[src/rtl/s2p_bit_grouper.sv]
`default_nettype none
// ============================================================================
// Module      : s2p_bit_grouper
// Description : Serial-to-parallel grouper that packs 1/2/4/6 serial bits into
//               mapper symbols and buffers them in a small FIFO.
// Revision    : 1.0 - initial release
// ============================================================================
module s2p_bit_grouper #(
    parameter int MAX_W = 6,
    parameter int DEPTH = 16,
    localparam int CW = $clog2(DEPTH) + 1
) (
    input  logic             clock,
    input  logic             reset,
    input  logic             data_in,
    input  logic             data_in_valid,
    output logic             data_in_ready,
    input  logic [1:0]       mode,
    input  logic             flush,
    input  logic             read_en,
    output logic [MAX_W-1:0] data_out,
    output logic             data_out_valid,
    output logic [CW-1:0]    fifo_count,
    output logic             empty,
    output logic             full,
    output logic             overflow
);

    localparam int KW = $clog2(MAX_W);
    localparam int AW = $clog2(DEPTH);

    function automatic logic [KW-1:0] mode_width(input logic [1:0] m);
        case (m)
            2'd0:    return KW'(1);
            2'd1:    return KW'(2);
            2'd2:    return KW'(4);
            default: return KW'(6);
        endcase
    endfunction

    logic [MAX_W-1:0] acc_q, acc_d;
    logic [KW-1:0]    k_q, k_d;
    logic [KW-1:0]    width_q, width_d;
    logic [AW-1:0]    wr_ptr_q, wr_ptr_d;
    logic [AW-1:0]    rd_ptr_q, rd_ptr_d;
    logic [CW-1:0]    count_q, count_d;
    logic [MAX_W-1:0] data_out_q, data_out_d;
    logic             valid_q, valid_d;
    logic             overflow_q, overflow_d;
    logic [MAX_W-1:0] mem_q [DEPTH];

    logic [MAX_W-1:0] w_acc_next;
    logic [KW-1:0]    w_k_next;
    logic [KW-1:0]    w_width;
    logic             w_full;
    logic             w_empty;
    logic             w_accept;
    logic             w_complete;
    logic             w_flush_push;
    logic             w_push;
    logic             w_pop;

    always_comb begin
        w_full   = (count_q == CW'(DEPTH));
        w_empty  = (count_q == '0);
        w_accept = data_in_valid && !w_full;
        // Width is taken from mode only on the first bit of a group.
        w_width  = (k_q == '0) ? mode_width(mode) : width_q;

        w_acc_next = acc_q;
        if (w_accept) begin
            w_acc_next[k_q] = data_in;
        end
        w_k_next = w_accept ? (k_q + KW'(1)) : k_q;

        w_complete   = w_accept && (k_q == (w_width - KW'(1)));
        // Accumulator bits above k are always zero, so a flushed group is
        // already zero-padded.
        w_flush_push = flush && !w_full && !w_complete && (w_k_next != '0);
        w_push       = w_complete || w_flush_push;
        w_pop        = read_en && !w_empty;

        width_d = (w_accept && (k_q == '0)) ? w_width : width_q;
        acc_d   = w_push ? '0 : w_acc_next;
        k_d     = w_push ? '0 : w_k_next;

        wr_ptr_d = w_push ? (wr_ptr_q + AW'(1)) : wr_ptr_q;
        rd_ptr_d = w_pop  ? (rd_ptr_q + AW'(1)) : rd_ptr_q;

        case ({w_push, w_pop})
            2'b10:   count_d = count_q + CW'(1);
            2'b01:   count_d = count_q - CW'(1);
            default: count_d = count_q;
        endcase

        data_out_d = w_pop ? mem_q[rd_ptr_q] : data_out_q;
        valid_d    = w_pop;
        overflow_d = overflow_q || (w_full && (data_in_valid || flush));
    end

    always_ff @(posedge clock) begin
        if (reset) begin
            acc_q      <= '0;
            k_q        <= '0;
            width_q    <= '0;
            wr_ptr_q   <= '0;
            rd_ptr_q   <= '0;
            count_q    <= '0;
            data_out_q <= '0;
            valid_q    <= 1'b0;
            overflow_q <= 1'b0;
        end else begin
            acc_q      <= acc_d;
            k_q        <= k_d;
            width_q    <= width_d;
            wr_ptr_q   <= wr_ptr_d;
            rd_ptr_q   <= rd_ptr_d;
            count_q    <= count_d;
            data_out_q <= data_out_d;
            valid_q    <= valid_d;
            overflow_q <= overflow_d;
        end
    end

    always_ff @(posedge clock) begin
        if (w_push && !reset) begin
            mem_q[wr_ptr_q] <= w_acc_next;
        end
    end

    assign data_in_ready  = !w_full;
    assign data_out       = data_out_q;
    assign data_out_valid = valid_q;
    assign fifo_count     = count_q;
    assign empty          = w_empty;
    assign full           = w_full;
    assign overflow       = overflow_q;

endmodule
`default_nettype wire

[config.mk]
export PLATFORM = sky130hd
export DESIGN_NAME = s2p_bit_grouper
export DESIGN_NICKNAME = d
export VERILOG_FILES = /design/src/rtl/s2p_bit_grouper.sv
export SDC_FILE = /design/constraint.sdc
export NUM_CORES = 1
export LEC_CHECK = 0
export BUFFER_PORTS_ARGS = -buffer_cell sky130_fd_sc_hd__buf_2
export CAP_MARGIN = 20
export CORE_MARGIN = 1
export CORE_UTILIZATION = 56
export CTS_CLUSTER_DIAMETER = 80
export CTS_CLUSTER_SIZE = 25
export DETAILED_ROUTE_END_ITERATION = 7
export GPL_TIMING_DRIVEN = 0
export PLACE_DENSITY = 0.84
export SLEW_MARGIN = 20
export SYNTH_ARGS = -nofsm -noshare
export SYNTH_HDL_FRONTEND = slang
export SYNTH_SLANG_ARGS = --single-unit
[constraint.sdc]
create_clock -name clock -period 7.7 [get_ports clock]
set_input_delay 0.385 -clock clock [delete_from_list [all_inputs] [get_ports clock]]
set_output_delay 0.385 -clock clock [all_outputs]
set_load 0.02 [all_outputs]
==> results of run 1 <==
## cell families (layout without fill, tap and decap cells)
logic type,Yosys count,count (layout),synth area share
adder cells (fa/ha/maj),13,13,0.0299
AO/OA/AOI/OAI,51,51,0.0666
flip-flops,129,129,0.623
AND/OR/NAND/NOR,127,127,0.116
XOR/XNOR,11,11,0.0169
multiplexers,36,36,0.117
buffers and inverters,34,89,0.0303
## stage by stage
stage | hold slack, ns | instance area [sq um] | total power [W]
2_1_floorplan | 0.460 | 5690 | 0.00131
3_3_place_gp | 0.451 | 5970 | 0.00144
3_5_place_dp | 0.458 | 5970 | 0.00146
4_1_cts | 0.129 | 6560 | 0.00225
5_1_grt | 0.150 | 6560 | 0.00235
6_report | 0.144 | 6560 | 0.00224
## path summary, 6_finish.rpt
path                             from                         end  slack [ns]  cells past startpoint
hold / removal                mode[0]     width_q[1]$_SDFFE_PP0P_        0.14                      3
setup / recovery    k_q[0]$_SDFF_PP0_  fifo_count[4]$_SDFFE_PP0P_        2.99                     19
setup reg to reg    k_q[0]$_SDFF_PP0_  fifo_count[4]$_SDFFE_PP0P_        2.99                     19
hold reg to reg   overflow$_SDFF_PP0_         overflow$_SDFF_PP0_        0.47                      2
## cells in the final DEF, fill, tap and decap left out, drive strengths merged, types with 4 or more instances in the layout
cell type	n
edfxtp	96
nor2	50
buf	36
dfxtp	33
clkbuf	25
mux4	24
nor2b	20
nand2	19
a21oi	19
a22oi	14
inv	14
ha	12
nand3	11
nand4	6
mux2	6
mux2i	6
xnor2	6
and2	6
clkinv	6
xor2	5
clkinvlp	5
o211ai	4
## Yosys cell counts, drive strengths merged, types with 2 or more instances
cell | count | area share
nand3 | 11 | 0.0097
mux2i | 6 | 0.011
ha | 12 | 0.026
nor2b | 20 | 0.025
inv | 13 | 0.0086
o211ai | 4 | 0.0053
nor2 | 50 | 0.034
nor3 | 3 | 0.0035
and2 | 6 | 0.0068
edfxtp | 96 | 0.51
clkbuf | 8 | 0.0053
dfxtp | 33 | 0.12
a21oi | 19 | 0.017
xnor2 | 6 | 0.0092
nand4 | 6 | 0.0066
nand2 | 19 | 0.013
buf | 13 | 0.016
xor2 | 5 | 0.0077
a22oi | 14 | 0.018
mux4 | 24 | 0.095
nor4 | 3 | 0.0059
a221oi | 2 | 0.0031
o21ai | 3 | 0.0040
mux2 | 6 | 0.012
or4 | 3 | 0.0040
nor3b | 3 | 0.0040
## per-layer routing
layer	global-route usage	wire [microns]
met1	0.303	4670
met2	0.417	6090
met3	0.0766	629
met4	0.0964	259
met5	0	0
## state kept, by name, summed over array words and instances (netlist names)
name and flops:
acc_q 6, fifo_count 5, overflow 1, k_q 3, mem_q 96, width_q 3, data_out 6, rd_ptr_q 4
data_out_valid 1, wr_ptr_q 4
## critical path: stages, from the launching register on
cell,delay [ns]
dfxtp_1,0.31
buf_2,0.17
inv_1,0.19
ha_1,0.24
nor2b_2,0.22
mux2i_1,0.37
ha_1,0.31
xor2_1,0.15
and2_1,0.16
buf_1,0.19
a31oi_4,0.35
buf_6,0.19
ha_1,0.23
inv_1,0.10
fa_1,0.38
nor2b_1,0.16
o21ai_0,0.12
and3_1,0.21
or4_1,0.40
a21oi_1,0.16
## cell type report
class	count	share of cell area
Buffer	21	0.0189
Clock buffer	17	0.0632
Clock inverter	15	0.0256
Inverter	13	0.00744
Multi-Input combinational cell	238	0.301
Sequential cell	129	0.541
Tap cell	133	0.0254
Timing Repair Buffer	23	0.0176
## power groups by stage
stage          combinational [W]  sequential, W  clock [W]
2_1_floorplan           0.000423       0.000887          0
3_3_place_gp            0.000573       0.000863          0
3_5_place_dp            0.000597       0.000867          0
4_1_cts                 0.000608       0.000854   0.000786
5_1_grt                 0.000673       0.000860   0.000814
6_report                0.000609       0.000854   0.000779
==> metrics.txt, run 1 <==
Worst EP required=8.15 ns; clock slew at reported path FFs=0.06 ns; # placed instances=557; Initial Utilization=0.580; synth-to-layout area growth=15.2%; CTS Buf Count=17; yosys warns=0; NetSw=0.000710 W; Setup TNS Final=0 ns; CTS resizes=0; first-pass GRT wire length=18.5 mm; number of setup violations in the final report=0; Synth Area per Inst=14.2 sq um; Die ar.=10600 sq um; antenna diode count=0; non-filler cells, final=589; Cell Pwr Density=342 nW/um^2; Cell Int Power=0.00153 W; endpoint class of the critical path=flip-flop; Max Freq=212 MHz; Static Leakage=2.30 nW; Overflow after GRT=0; clock network power share=0.347; crit path launch type=flip-flop; minimum clock period=4.71 ns; worst-path maximum fanout=10; Final nets=464; Slew Limit Headroom=0.537; setup ws final=2.99 ns; clk_lat worst skew=0.53 ns; Routed Antenna Nets=0; initial antenna violation count=0; syn nets=422; Setup CP Type=flip-flop to flip-flop; hold buffers post-CTS=0; post-route DRC violation count=0; Syn Std Cell Area=5690 sq um; Die H=103 microns; gpl congestion=0.791; #FFs+latches synth=129; total core area=9820 sq um; Max Slew Vio Count=0; Multi-input gate area=1980 sq um; Worst Path Arrival=5.16 ns; actual slew at the worst max-slew pin=0.689 ns; number of global-route vias before repair=3534; Period Utilization, post-route=0.611; number of enable flip-flop cells after synthesis=96; peak supply drop=0.195 mV; CTS sink count=129; outcome=complete, no violations; via count=3470; fin util=0.668; Max-cap violations=0; via density per instance=5.89; pin count of the biggest net entering global routing=18; clock skew=0.0113 ns; Netlist cell types=49; filler instances=696; Final Hold Violating Endpoints=0; TritonCTS clock tree=built; htree depth=4; Max Root-Sink Buffers=2; Synth Flop Type=edfxtp_1; Combinational Power Share=0.272; Setup WS pre-CTS=3.09 ns; post-synthesis sequential area ratio=0.623; routed wire length=11.7 mm; Hold Path Class=input pin to flip-flop; Sequential Power Share=0.381; Wirelength per Cell=19.8 microns; port bufs=23; detailed placer's ending HPWL=7.49 mm; row count=36; Post-synth ARST share=0; switching share of power=0.317; IO Pins=24; Pre-Repair DR Iteration Count=5; GRT Resource Usage Total=0.249; postcts setup bufs=0; initial drt markers=257; cells after synthesis=401; clock root cell=clkbuf_8; die width=103 microns; RSZ-0062 raised after global routing=no; layout cells sized above 1=0.246; FF+latch area=3540 sq um
(Power assumes the default switching activity.)
==> run 2: changes to the inputs <==
--- a/config.mk
+++ b/config.mk
@@ -8,12 +8,12 @@
 export BUFFER_PORTS_ARGS = -buffer_cell sky130_fd_sc_hd__buf_2
 export CAP_MARGIN = 20
 export CORE_MARGIN = 1
-export CORE_UTILIZATION = 56
+export CORE_UTILIZATION = 55
 export CTS_CLUSTER_DIAMETER = 80
 export CTS_CLUSTER_SIZE = 25
 export DETAILED_ROUTE_END_ITERATION = 7
 export GPL_TIMING_DRIVEN = 0
-export PLACE_DENSITY = 0.84
+export PLACE_DENSITY = 0.86
 export SLEW_MARGIN = 20
 export SYNTH_ARGS = -nofsm -noshare
 export SYNTH_HDL_FRONTEND = slang
==> constraint.sdc (replaced) <==
create_clock -name clock -period 3.9 [get_ports clock]
set_input_delay 0.195 -clock clock [delete_from_list [all_inputs] [get_ports clock]]
set_output_delay 0.195 -clock clock [all_outputs]
set_load 0.02 [all_outputs]
==> run 2 against run 1 <==
Non-clock buffer count is 17 higher. Global-route usage is 1.8 points higher. Critical path depth is 1 higher. Setup slack worse by 2.9 ns. Final cell count is 2.9% higher. Routed wire length is 22% higher. Clock-buffer cell count is 9 higher. Clock power is 100% higher. Utilization is 2.3 points higher. Critical endpoint unchanged. Largest cell class unchanged. Highest routed layer unchanged.
==> metrics.txt, run 2 (synthesized netlist as in run 1, its figures left out) <==
hold path depth=5; Die H=104 microns; Largest register FFs=96; peak supply drop=0.524 mV; CTS sink count=129; first-pass GRT wire length=20.9 mm; Static Leakage=2.41 nW; synth-to-layout area growth=20.3%; Worst EP required=4.34 ns; Wirelength per Cell=23.5 microns; RSZ-0062 raised after global routing=yes; antenna diode count=0; detailed placer's ending HPWL=8.04 mm; Setup TNS Final=0 ns; Final nets=481; GRT Resource Usage Total=0.267; worst-path maximum fanout=5; total core area=9910 sq um; Initial Utilization=0.574; Max Slew Vio Count=0; row count=36; Setup CP Type=flip-flop to flip-flop; htree depth=4; IO Pins=24; clk_lat worst skew=0.52 ns; minimum clock period=3.83 ns; Max Root-Sink Buffers=2; initial drt markers=513; clock slew at reported path FFs=0.06 ns; CTS Buf Count=17; most frequent cells in the layout=96 x edfxtp_1, 47 x nor2_1, 31 x dfxtp_1; post-route DRC violation count=0; endpoint class of the critical path=flip-flop; Max-cap violations=0; layout cells sized above 1=0.302; Cell Pwr Density=694 nW/um^2; commonest non-fill, non-tap cell in the layout=edfxtp_1; Worst Path Arrival=4.27 ns; crit path launch type=flip-flop; pin count of the biggest net entering global routing=18; Routed Antenna Nets=0; Reg with most FFs=mem_q; Period Utilization, post-route=0.981; clock skew=0.00692 ns; initial antenna violation count=0; Hold Path Class=input pin to flip-flop; Pre-Repair DR Iteration Count=5; Slew Limit Headroom=0.446; number of global-route vias before repair=3861; TritonCTS clock tree=built; outcome=complete, no violations; Overflow after GRT=0; Final Hold Violating Endpoints=0; routed wire length=14.2 mm; port bufs=23; die width=104 microns; Max Freq=261 MHz; number of setup violations in the final report=0; Die ar.=10800 sq um; Worst R2R Path Depth=20; via density per instance=6.29; Tot Pwr=0.00475 W; clock root cell=clkbuf_8; via count=3814; actual slew at the worst max-slew pin=0.831 ns; gpl congestion=0.808
run 2: cell types whose count changed in the layout (fill, tap and decap cells not counted), sizes merged:
cell         change
inv              -1
buf             +15
clkinv           -4
clkinvlp         -4
clkbuf           +9
dlygate4sd3      +2
run 2: worst paths after layout:
kind	start	endpoint	slack, ns
worst min-delay path	flush	overflow$_SDFF_PP0_	0.03
worst min register to register	overflow$_SDFF_PP0_	overflow$_SDFF_PP0_	0.48
worst max register to register	k_q[0]$_SDFF_PP0_	fifo_count[4]$_SDFFE_PP0P_	0.07
worst max-delay path	k_q[0]$_SDFF_PP0_	fifo_count[4]$_SDFFE_PP0P_	0.07
run 2: stage by stage:
step / worst slack (ns) / utilization / instances / hold WS, ns / instance area, sq um
2_1_floorplan: 0.00785 / - / 401 / 0.342 / 5720
3_3_place_gp: -0.263 / 0.606 / 557 / 0.454 / 6000
3_5_place_dp: -0.413 / 0.606 / 557 / 0.463 / 6000
4_1_cts: 0.00168 / 0.677 / 596 / 0.0187 / 6710
5_1_grt: -0.0575 / 0.691 / 606 / 0.0911 / 6850
6_report: 0.0730 / 0.691 / 606 / 0.0343 / 6850
run 2: final cells by class:
class / count / area (sq um)
sequential: 129 / 3550
fill: 584 / 3060
multi-input combinational: 238 / 2100
clock buffer: 26 / 488
timing repair buffer: 41 / 255
tap: 133 / 166
buffer: 20 / 126
clock inverter: 6 / 105
inverter: 13 / 58.8
run 2: what timing repair did:
| item | CTS | global route |
|---|---|---|
| setup buffers | 5 | 11 |
| endpoints found under the hold margin | 2 | 0 |
| pin swaps | 3 | 8 |
| hold buffers | 2 | 0 |
| resized for setup | 13 | 16 |
| setup endpoints to repair | 2 | 1 |
run 2: layer usage:
layer  vias to the layer above  global-route usage  wire, microns
met5                         -                   0              0
met4                         0               0.174            583
met3                        47              0.0812           1300
met2                       274               0.430           7060
met1                      1867               0.311           5300
li1                       1626                   -              -
run 2: critical path, cell delays in order, from the launching register on:
cell	delay [ns]
dfxtp_2	0.33
buf_6	0.13
inv_6	0.06
ha_4	0.13
nor2b_4	0.23
mux2i_4	0.30
ha_4	0.16
inv_2	0.04
o31a_1	0.11
or2_1	0.24
buf_6	0.13
a31oi_4	0.16
buf_6	0.14
ha_4	0.17
inv_4	0.04
fa_2	0.41
nor2b_4	0.15
o21ai_2	0.09
and3_4	0.16
or4_4	0.42
a21oi_2	0.16
run 2: power by group:
part	switching (W)	leakage (nW)	internal [W]
Combinational	0.000867	0.972	0.000600
Sequential	0.000107	1.15	0.00160
Clock	0.000547	0.285	0.00104
